`config.mk`:
```
export PLATFORM = sky130hd
export DESIGN_NAME = pc_sequencer
export DESIGN_NICKNAME = d
export VERILOG_FILES = /design/src/rtl/pc_sequencer_pkg.sv /design/src/rtl/pc_sequencer_call_stack.sv /design/src/rtl/pc_sequencer.sv
export SDC_FILE = /design/constraint.sdc
export NUM_CORES = 1
export LEC_CHECK = 0
export ABC_CLOCK_PERIOD_IN_PS = 5650
export CAP_MARGIN = 20
export CORE_MARGIN = 4
export CORE_UTILIZATION = 60
export CTS_CLUSTER_SIZE = 24
export DETAILED_ROUTE_END_ITERATION = 10
export GPL_TIMING_DRIVEN = 1
export HOLD_SLACK_MARGIN = 0.02
export MAX_ROUTING_LAYER = met4
export PLACE_DENSITY_LB_ADDON = 0.12
export REMOVE_ABC_BUFFERS = 1
export SLEW_MARGIN = 20
export SYNTH_ARGS = -nofsm -noshare
export SYNTH_HDL_FRONTEND = slang
export SYNTH_HIERARCHICAL = 1
export SYNTH_SLANG_ARGS = --single-unit
```
`constraint.sdc`:
```
create_clock -name clk -period 5.65 [get_ports clk]
set_input_delay 0.8475 -clock clk [delete_from_list [all_inputs] [get_ports clk]]
set_output_delay 0.8475 -clock clk [all_outputs]
set_load 0.01 [all_outputs]
```
`src/rtl/pc_sequencer_pkg.sv`:
```
// rtl/pc_sequencer_pkg.sv - shared branch codes, defaults and decode helper for pc_sequencer
package pc_sequencer_pkg;

  localparam int DEF_PC_W = 13;
  localparam int DEF_STACK_DEPTH = 8;
  localparam logic [12:0] DEF_INT_VECTOR = 13'h004;

  localparam logic [1:0] PH_Q4 = 2'd3;

  typedef enum logic [2:0] {
    BR_NONE = 3'd0,
    BR_GOTO = 3'd1,
    BR_CALL = 3'd2,
    BR_RET  = 3'd3,
    BR_SKIP = 3'd4
  } br_type_e;

  // Codes 5..7 are reserved by the decoder and behave as a plain fall-through.
  function automatic br_type_e decode_br(input logic [2:0] raw);
    case (raw)
      3'd1:    return BR_GOTO;
      3'd2:    return BR_CALL;
      3'd3:    return BR_RET;
      3'd4:    return BR_SKIP;
      default: return BR_NONE;
    endcase
  endfunction

endpackage

```
`src/rtl/pc_sequencer_call_stack.sv`:
```
// rtl/pc_sequencer_call_stack.sv - circular hardware call stack with combinational pop data
module pc_sequencer_call_stack
  import pc_sequencer_pkg::*;
#(
  parameter int WIDTH = DEF_PC_W,
  parameter int DEPTH = DEF_STACK_DEPTH,
  localparam int PTR_W = $clog2(DEPTH)
) (
  input  logic             clk,
  input  logic             rst,
  input  logic             push,
  input  logic             pop,
  input  logic [WIDTH-1:0] push_data,
  output logic [WIDTH-1:0] pop_data,
  output logic [PTR_W-1:0] ptr
);

  logic [WIDTH-1:0] mem_q [DEPTH];
  logic [WIDTH-1:0] mem_d [DEPTH];
  logic [PTR_W-1:0] ptr_q, ptr_d;

  // Pointer wraps silently in both directions; overflow overwrites the oldest entry.
  always_comb begin
    mem_d = mem_q;
    ptr_d = ptr_q;
    if (push) begin
      mem_d[ptr_q] = push_data;
      ptr_d = ptr_q + 1'b1;
    end else if (pop) begin
      ptr_d = ptr_q - 1'b1;
    end
  end

  always_ff @(posedge clk or posedge rst) begin
    if (rst) ptr_q <= '0;
    else     ptr_q <= ptr_d;
  end

  // Contents are deliberately left unreset.
  always_ff @(posedge clk) begin
    mem_q <= mem_d;
  end

  assign pop_data = mem_q[ptr_q - 1'b1];
  assign ptr      = ptr_q;

endmodule

```
`src/rtl/pc_sequencer.sv`:
```
// rtl/pc_sequencer.sv - Q1..Q4 phase generator and next-PC decision for program_counter
module pc_sequencer
  import pc_sequencer_pkg::*;
#(
  parameter int              PC_W        = DEF_PC_W,
  parameter int              STACK_DEPTH = DEF_STACK_DEPTH,
  parameter logic [PC_W-1:0] INT_VECTOR  = DEF_INT_VECTOR
) (
  input  logic                           clk,
  input  logic                           rst,
  input  logic                           en,
  input  logic [2:0]                     br_type,
  input  logic [10:0]                    br_target,
  input  logic [4:0]                     pclath_in,
  input  logic [PC_W-1:0]                pc_in,
  input  logic                           int_req,
  output logic [1:0]                     q_phase,
  output logic                           incr_pc_en,
  output logic                           pc_load_en,
  output logic [PC_W-1:0]                pc_load_val,
  output logic                           flush,
  output logic                           int_ack,
  output logic [$clog2(STACK_DEPTH)-1:0] stk_ptr
);

  logic [1:0]      phase_q, phase_d;
  logic            flush_q, flush_d;
  logic            incr_q, incr_d;
  logic            load_q, load_d;
  logic            ack_q, ack_d;
  logic [PC_W-1:0] load_val_q, load_val_d;

  logic            stk_push, stk_pop;
  logic [PC_W-1:0] stk_pop_data;
  logic [PC_W-1:0] goto_addr;
  br_type_e        br;
  logic            unused_pclath;

  assign goto_addr     = PC_W'({pclath_in[4:3], br_target});
  assign br            = decode_br(br_type);
  assign unused_pclath = ^pclath_in[2:0];

  pc_sequencer_call_stack #(
    .WIDTH (PC_W),
    .DEPTH (STACK_DEPTH)
  ) u_call_stack (
    .clk       (clk),
    .rst       (rst),
    .push      (stk_push),
    .pop       (stk_pop),
    .push_data (pc_in),
    .pop_data  (stk_pop_data),
    .ptr       (stk_ptr)
  );

  always_ff @(posedge clk or posedge rst) begin
    if (rst) begin
      phase_q    <= '0;
      flush_q    <= 1'b1;
      incr_q     <= 1'b0;
      load_q     <= 1'b0;
      ack_q      <= 1'b0;
      load_val_q <= '0;
    end else begin
      phase_q    <= phase_d;
      flush_q    <= flush_d;
      incr_q     <= incr_d;
      load_q     <= load_d;
      ack_q      <= ack_d;
      load_val_q <= load_val_d;
    end
  end

  // Everything holds while en=0, so a frozen Q1 pulse is re-presented once en returns.
  always_comb begin
    phase_d    = phase_q;
    flush_d    = flush_q;
    incr_d     = incr_q;
    load_d     = load_q;
    ack_d      = ack_q;
    load_val_d = load_val_q;
    stk_push   = 1'b0;
    stk_pop    = 1'b0;
    if (en) begin
      phase_d = phase_q + 2'd1;
      incr_d  = 1'b0;
      load_d  = 1'b0;
      ack_d   = 1'b0;
      if (phase_q == PH_Q4) begin
        if (flush_q) begin
          incr_d  = 1'b1;
          flush_d = 1'b0;
        end else begin
          case (br)
            BR_NONE: begin
              if (int_req) begin
                stk_push   = 1'b1;
                load_d     = 1'b1;
                load_val_d = INT_VECTOR;
                ack_d      = 1'b1;
                flush_d    = 1'b1;
              end else begin
                incr_d  = 1'b1;
                flush_d = 1'b0;
              end
            end
            BR_GOTO: begin
              load_d     = 1'b1;
              load_val_d = goto_addr;
              flush_d    = 1'b1;
            end
            BR_CALL: begin
              stk_push   = 1'b1;
              load_d     = 1'b1;
              load_val_d = goto_addr;
              flush_d    = 1'b1;
            end
            BR_RET: begin
              stk_pop    = 1'b1;
              load_d     = 1'b1;
              load_val_d = stk_pop_data;
              flush_d    = 1'b1;
            end
            BR_SKIP: begin
              incr_d  = 1'b1;
              flush_d = 1'b1;
            end
            default: begin
              incr_d  = 1'b1;
              flush_d = 1'b0;
            end
          endcase
        end
      end
    end
  end

  assign q_phase     = phase_q;
  assign flush       = flush_q;
  assign pc_load_val = load_val_q;
  assign incr_pc_en  = incr_q & en;
  assign pc_load_en  = load_q & en;
  assign int_ack     = ack_q & en;

endmodule

```
# Yosys cells after proc, flatten, opt, wreduce, memory -nomap -nowiden
# Index checks and enable logic that the tools add are counted.
[totals]
ff_bits = 126
inputBits = 36
out_inout_bits = 22
wordCells = 78
[op_classes]
n_addsub = 3
magnitude_cmp = 3
n_eq_ne = 10
muxes = 32
bitwise = 6
n_reduce_logical = 9
[ops]
columns = ["cell", "n"]
rows = [
  ["104-bit bitwise mux", 1],
  ["13-bit 2-to-1 mux", 4],
  ["13-bit binary-select mux with 3-bit select", 1],
  ["13-bit demux with 3-bit select", 1],
  ["13-bit case mux with 3 select lines", 1],
  ["1-bit 2-to-1 mux", 17],
  ["3-bit by 2-bit equality test with 1-bit output, second input constant", 4],
  ["3-bit case mux with 4 select lines", 1],
  ["4-bit >= comparator, second input constant", 2],
  ["3-bit inverter with 4-bit output", 2],
  ["1-bit case mux with 2 select lines", 4],
  ["3-bit by 1-bit equality test with 1-bit output, second input constant", 2],
  ["3-bit equality test, second input constant", 2],
  ["3-bit 2-to-1 mux", 2],
  ["5-bit AND reduction", 1],
  ["4-bit by 1-bit < comparator with 1-bit output, second input constant", 1],
  ["4-bit OR reduction", 1],
  ["3-bit by 1-bit adder with 3-bit output, second input constant", 1],
  ["1-bit AND", 3],
  ["3-bit zero test", 1],
  ["3-bit nonzero test", 1],
  ["3-bit OR reduction", 1],
  ["3-bit by 1-bit subtractor with 3-bit output, second input constant", 1],
  ["2-bit by 1-bit adder with 2-bit output, second input constant", 1],
  ["other kinds (7)", 7],
]

# Depth between registers and ports, before layout
# Gate-level depths: netlist (run 1).
[logic_depth]
ltp_word = 9
ltp_mapped = 13
ltp_nobuf = 9

# Cells and area by module
# Netlist (run 1), hierarchy kept.
[by_module_without_submodules]
columns = ["mod", "n_inst", "cells_per_inst", "area_per_inst_um2", "seq_area_each_um2"]
rows = [
  ["pc_sequencer_call_stack", 1, 270, 4359.2, 3198.1],
  ["pc_sequencer", 1, 105, 1276.2, 476.7],
]

# Worst setup path before layout (run 1)
# OpenSTA, ideal clock, no wires.
[synth_timing]
path_kind = "input to register"
start = "in br_type[0]"
end = "reg u_call_stack/mem_q[100] (netlist bit) (enable)"
setup_ns = 0.400
t_arrival_ns = 2.900
t_required_ns = 5.250
setup_slack_ns = 2.351
stages = 6
n_path_buf = 2
path_cell_list = "buf_6 > buf_6 > nor2b_1 > a2111oi_2 > nand2b_1 > nor3_1"
[synth_via]
elab_chain_cells = 7
elab_cells_between_ends = 11
[synth_rtl]
columns = ["element", "line", "text"]
rows = [
  ["from (decl)", "pc_sequencer.sv:12", "input logic [2:0] br_type,"],
  ["3-bit equality test, or another cell as far along", "pc_sequencer_pkg.sv:20", "case (raw)"],
  ["3-bit case mux with 4 select lines *", "pc_sequencer_pkg.sv:20", ""],
  ["3-bit by 2-bit equality test with 1-bit output / 3-bit zero test (equally long branches)", "pc_sequencer.sv:94", "case (br)"],
  ["1-bit case mux with 2 select lines *", "pc_sequencer.sv:94", ""],
  ["1-bit 2-to-1 mux *", "pc_sequencer.sv:90", "if (flush_q) begin"],
  ["1-bit 2-to-1 mux *", "pc_sequencer.sv:89", "if (phase_q == PH_Q4) begin"],
  ["1-bit 2-to-1 mux *", "pc_sequencer.sv:84", "if (en) begin"],
  ["net stk_push", "pc_sequencer.sv:33", "logic stk_push, stk_pop;"],
  ["to (signal assigned)", "pc_sequencer_call_stack.sv:41", "mem_q <= mem_d;"],
  ["to (decl)", "pc_sequencer_call_stack.sv:18", "logic [WIDTH-1:0] mem_q [DEPTH];"],
]
# The timed path passes the listed nets; every way through them passes the cells marked *.
# A chain may end at the register's enable or synchronous reset.

# Final worst setup path (run 1)
[layout_timing]
start = "in br_type[0]"
end = "reg u_call_stack/mem_q[63] (netlist bit) (enable)"
# Same word-level chain as after synthesis.

==> impl_metrics.json, run 1 <==
{
  "netlist_area_um2": 5640,
  "cts_sinks": 126,
  "cts_tree": "done",
  "nNetsFinal": 478,
  "area_growth_pct": 22.4,
  "dieArea_um2": 11000,
  "dpl.hpwl_um": 7470,
  "r2r_cells": 9,
  "grtUsageTotal_pct": 23.4,
  "intPower_uw": 2510,
  "path_max_fanout": 18,
  "synthCells": 375,
  "tns_ps": 0,
  "final_util_pct": 75.0,
  "rows": 35,
  "synth.distinct_cells": 45,
  "wl_um": 11800,
  "synthArstFlopShare_pct": 17.5,
  "via_per_inst": 5.93,
  "critical_path_required_ps": 5840,
  "maxCapViolCount": 0,
  "yosys-top-cells-count": "edfxtp_1 (104), mux2i_1 (53), nand3_1 (52)",
  "io_buffers": 54,
  "worst_pin_slew_ps": 714,
  "cp.arrival_ps": 3460,
  "min_period_ps": 3270,
  "drtIter0Drc": 279,
  "synth.top_cell.area_share_pct": 55.4,
  "diodes": 0,
  "antenna_found_initial": 0,
  "r2r_slack_ps": 2610,
  "seqPwrFrac_pct": 30.8,
  "setup_ws_ps": 2380,
  "grt_start_max_net_pins": 34,
  "hold_viol_final": 0,
  "maxSlewViolCount": 0,
  "finalSetupViolCount": 0,
  "min_path_type": "flip-flop to flip-flop",
  "cts_buffers": 17,
  "cts_root_buf": "clkbuf_8",
  "die_h_um": 105,
  "pwr-share-comb_pct": 40.5,
  "rsz0062_at_grt": "no",
  "cts-resized-gates": 0,
  "swShare_pct": 33.3,
  "num_vias": 3341,
  "p_sw_uw": 1250,
  "wl_per_cell_um": 20.9,
  "powerDensity_nw_per_um2": 545,
  "place_ws_ps": 1870,
  "grt_pass1_wl_um": 18900,
  "max_freq_mhz": 306,
  "ys_seq_elements": 126,
  "drive_gt1_share_pct": 18.6,
  "io_pins": 58,
  "hp-start": "pc_load_val[7]",
  "leakagePower_uw": 0.00254,
  "hold_buffers": 0,
  "initial_core_util_pct": 61.3,
  "ys.warnings.count": 6,
  "relSlewSlack_pct": 52.4,
  "firstDrtPassIters": 4,
  "htree_levels": 4,
  "min_path_cells": 1,
  "timing.rr.end": "pc_load_val[10]",
  "fin_skew_ps": 9.34,
  "period_share_pct": 57.9,
  "yosysTopAreaCell": "edfxtp_1",
  "synth-edff-count": 104,
  "final_cells": 563,
  "clkLatencyLatePin_ps": 500,
  "path_clk_slew_ps": 60,
  "core_um2": 9200,
  "r2r_start": "u_call_stack/ptr[1]",
  "cp-start-kind": "input pin",
  "drc": 0,
  "gp_congestion": 0.801,
  "ir_drop_v": 0.000404,
  "grt_pass1_vias": 3457,
  "cts_setup_buffers": 0,
  "postRouteAntennaNets": 0,
  "cts_buffer_depth": 2,
  "synth_seq_area_share_pct": 65.2,
  "status": "complete, no violations",
  "die-width_um": 105,
  "setup.worst_path.end_class": "flip-flop",
  "worst-setup-path-type": "input pin to flip-flop",
  "synth.avg_cell_area_um2": 15.0,
  "hold_end": "pc_load_val[7]",
  "synthMostInstantiatedCell": "edfxtp_1",
  "power.share.clock_pct": 28.7,
  "overflow": 0,
  "placed_cells": 531,
  "synthTopCellsByArea": "edfxtp_1 (55%), mux2i_1 (9.4%), dfrtp_1 (9.3%)",
  "yosys_most_used_dff": "edfxtp_1"
}
[flip-flops by register name (all words and copies together) (netlist names)]
name                count
incr_q                  1
u_call_stack/mem_q    104
flush                   1
q_phase                 2
ack_q                   1
u_call_stack/ptr        3
pc_load_val            13
load_q                  1
[worst max-delay path, cell delays in order]
cell,delay [ps]
clkdlybuf4s50_1,450
buf_4,300
nand2b_1,150
a21oi_1,80
a2111oi_2,520
nand2b_1,240
nor2_1,550
buf_4,320
[metal layers]
layer | up-vias | track usage (%) | wire length (um)
met4 | 0 | 6.37 | 49
met3 | 6 | 6.61 | 875
met1 | 1641 | 30.7 | 5050
met5 | - | - | 0
li1 | 1576 | - | -
met2 | 118 | 36.2 | 5800
[stage by stage]
step	power [uW]	area (um2)	hold slack, ps
floorplan	2170	5460	443
global placement	2650	6280	474
detailed placement	2670	6280	474
CTS	3770	6900	493
global route	3940	6900	513
finish	3760	6900	488
[cell type report]
cell class              instances  area, um2
flip-flops and latches        126       3670
fillers                       582       2300
multi-input cells             215       1760
repair buffers                 70        673
clock buffers                  26        552
well taps                     111        139
clock inverters                 6       62.6
inverters                       9       35.0
[worst max-delay path by stage]
| stage | from | end | slack (ps) | cells after the start |
|---|---|---|---|---|
| after detailed placement | br_type[0] | u_call_stack/mem_q[17] | 1870 | 8 |
| after floorplan | u_call_stack/ptr[0] | pc_load_val[0] | 1180 | 8 |
| final | br_type[0] | u_call_stack/mem_q[63] | 2380 | 8 |
| after global placement | br_type[0] | u_call_stack/mem_q[53] | 1880 | 8 |
| after global routing | br_type[0] | u_call_stack/mem_q[79] | 2080 | 8 |
| after CTS | br_type[0] | u_call_stack/mem_q[24] | 2390 | 8 |
[cells in the final DEF (no fill, tap or decap), types with 5 or more instances in the layout]
cell type / count
a22oi_1: 5
a22oi_2: 8
and4_1: 13
buf_4: 15
clkbuf_16: 19
clkbuf_8: 5
clkdlybuf4s50_1: 54
dfrtp_1: 21
edfxtp_1: 104
inv_1: 8
mux2_2: 5
mux2_4: 8
mux2i_1: 53
nand2_1: 11
nand3_1: 52
nor2_1: 9
o21ai_0: 5
o2bb2ai_1: 11
[power groups by stage]
stage          clock network (uW)  registers [uW]  logic, uW
6_report                     1080            1160       1520
5_1_grt                      1140            1170       1630
4_1_cts                      1100            1160       1520
3_5_place_dp                    0            1170       1500
3_3_place_gp                    0            1170       1480
2_1_floorplan                   0            1220        955
[cell families (layout without fill, tap and decap cells)]
| family | after synthesis | after routing | share of synthesized area, % |
|---|---|---|---|
| DFF | 126 | 126 | 65.2 |
| and+or+nand+nor | 103 | 103 | 10.5 |
| muxes | 66 | 66 | 12.5 |
| AOI/OAI and AO/OA | 36 | 36 | 5.93 |
| buffers and inverters | 34 | 111 | 3.80 |
| xor gates and xnor gates | 6 | 6 | 1.20 |
| adders and majority gates | 4 | 4 | 0.844 |
Note: power is estimated with default switching activity, not from simulation.
==> run 2: changes to the inputs <==
ABC_CLOCK_PERIOD_IN_PS = 2700   (was 5650)
CORE_UTILIZATION = 51   (was 60)
clock period = 2.7 ns   (was 5.65 ns; I/O delays follow)
==> impl_metrics.json, run 2 (synthesis results as in run 1) <==
{
  "status": "complete, no violations",
  "r2r_start": "u_call_stack/ptr[1]",
  "largest_reg_flops": 104,
  "initial_core_util_pct": 52.0,
  "wl_per_cell_um": 20.0,
  "via_per_inst": 5.58,
  "maxCapViolCount": 0,
  "powerDensity_nw_per_um2": 1090,
  "dpl.hpwl_um": 8170,
  "antenna_found_initial": 0,
  "grt_pass1_wl_um": 19600,
  "crit_slowest_cell": "xor2_2",
  "hold_viol_final": 0,
  "slowest_delay_ps": 390,
  "worst_pin_slew_ps": 748,
  "period_share_pct": 88.4,
  "overflow": 0,
  "firstDrtPassIters": 4,
  "mostFrequentLayoutCell": "edfxtp_1",
  "leakagePower_uw": 0.00257,
  "io_pins": 58,
  "grtUsageTotal_pct": 20.8,
  "drc": 0,
  "htree_levels": 4,
  "worstPathCellList": "inv_1 -> ha_2 -> xor2_2 -> buf_4 -> nand3_1 -> and4_1 -> mux2_2 -> a22oi_1 -> o2bb2ai_1",
  "cp-start-kind": "flip-flop",
  "maxSlewViolCount": 0,
  "cts_buffer_depth": 2,
  "r2r_slack_ps": 310,
  "final_util_pct": 64.2,
  "num_vias": 3379,
  "hold_buffers": 0,
  "cts_sinks": 126,
  "path_max_fanout": 12,
  "cts_setup_buffers": 0,
  "drtIter0Drc": 331,
  "r2r_cells": 9,
  "placed_area_um2": 6470,
  "clkLatencyLatePin_ps": 510,
  "tns_ps": 0,
  "fin_skew_ps": 10.7,
  "die_h_um": 113,
  "grt_start_max_net_pins": 34,
  "finalSetupViolCount": 0,
  "ir_drop_v": 0.000817,
  "critical_path_required_ps": 3090,
  "min_period_ps": 2390,
  "die-width_um": 113,
  "drive_gt1_share_pct": 21.2,
  "wl_um": 12100,
  "timing.rr.end": "pc_load_val[10]",
  "postRouteAntennaNets": 0,
  "dieArea_um2": 12800,
  "core_um2": 10800,
  "grt_pass1_vias": 3535,
  "setup.worst_path.end_class": "flip-flop",
  "cts_buffers": 17,
  "gp_congestion": 0.805,
  "cts_root_buf": "clkbuf_8",
  "regMostFlops": "u_call_stack/mem_q",
  "rsz0062_at_grt": "no",
  "final_cell_mix": "edfxtp_1 (104), clkdlybuf4s50_1 (54), mux2i_1 (53)",
  "cts-resized-gates": 0,
  "min_path_type": "input pin to async pin",
  "final_cell_area_um2": 6960,
  "max_freq_mhz": 419,
  "relSlewSlack_pct": 50.1,
  "cp.arrival_ps": 2770,
  "cts_tree": "done",
  "path_clk_slew_ps": 60,
  "worst-setup-path-type": "flip-flop to flip-flop",
  "nNetsFinal": 495,
  "io_buffers": 54,
  "whs_ps": 118,
  "diodes": 0,
  "area_growth_pct": 23.6,
  "rows": 38
}
-- run 2: cell types whose count changed in the layout (fill, tap and decap cells not counted), sizes merged --
cell      change
buf          +17
bufinv        -1
clkbuf        -7
clkinvlp      +3
clkinv        +4
inv           -2
-- run 2: worst max-delay path by stage --
stage	start	to	cells past startpoint	slack (ps)
3_3_place_gp	int_req	u_call_stack/mem_q[102]	7	170
6_report	u_call_stack/ptr[1]	pc_load_val[10]	9	310
2_1_floorplan	u_call_stack/ptr[0]	pc_load_val[0]	8	-1770
4_1_cts	u_call_stack/ptr[1]	pc_load_val[10]	9	300
3_5_place_dp	int_req	u_call_stack/mem_q[76]	7	150
5_1_grt	u_call_stack/ptr[1]	pc_load_val[10]	9	150
-- run 2: metal layers --
layer  global-route usage, %  wire length (um)
met2                    31.2              5740
met5                       -                 0
met4                    6.57                40
met1                    28.6              5630
met3                    4.60               685
-- run 2: report_power, final --
part	switching (uW)	internal (uW)
Combinational	1720	1570
Sequential	110	2290
Clock	784	1110
Total	2610	4960
-- run 2: final cells by class --
cell class	count	area, um2
Timing Repair Buffer	87	826
Inverter	9	35.0
Tap cell	140	175
Multi-Input combinational cell	215	1760
Clock inverter	10	72.6
Fill cell	804	3880
Clock buffer	19	422
Sequential cell	126	3670
-- run 2: per-stage QoR --
step	setup WS, ps	power [uW]	cells
2_1_floorplan	-1770	4450	350
3_3_place_gp	170	5680	577
3_5_place_dp	146	5730	577
4_1_cts	302	7630	606
5_1_grt	149	7990	606
6_report	313	7570	606
-- run 2: critical path, delay by kind of cell (launching register included) --
family | cells | cell delay (ps)
compound gates | 2 | 260
xor+xnor | 1 | 390
fa+ha+maj | 1 | 250
buf+inv | 2 | 370
flops | 1 | 380
mux | 1 | 270
simple gates | 2 | 350
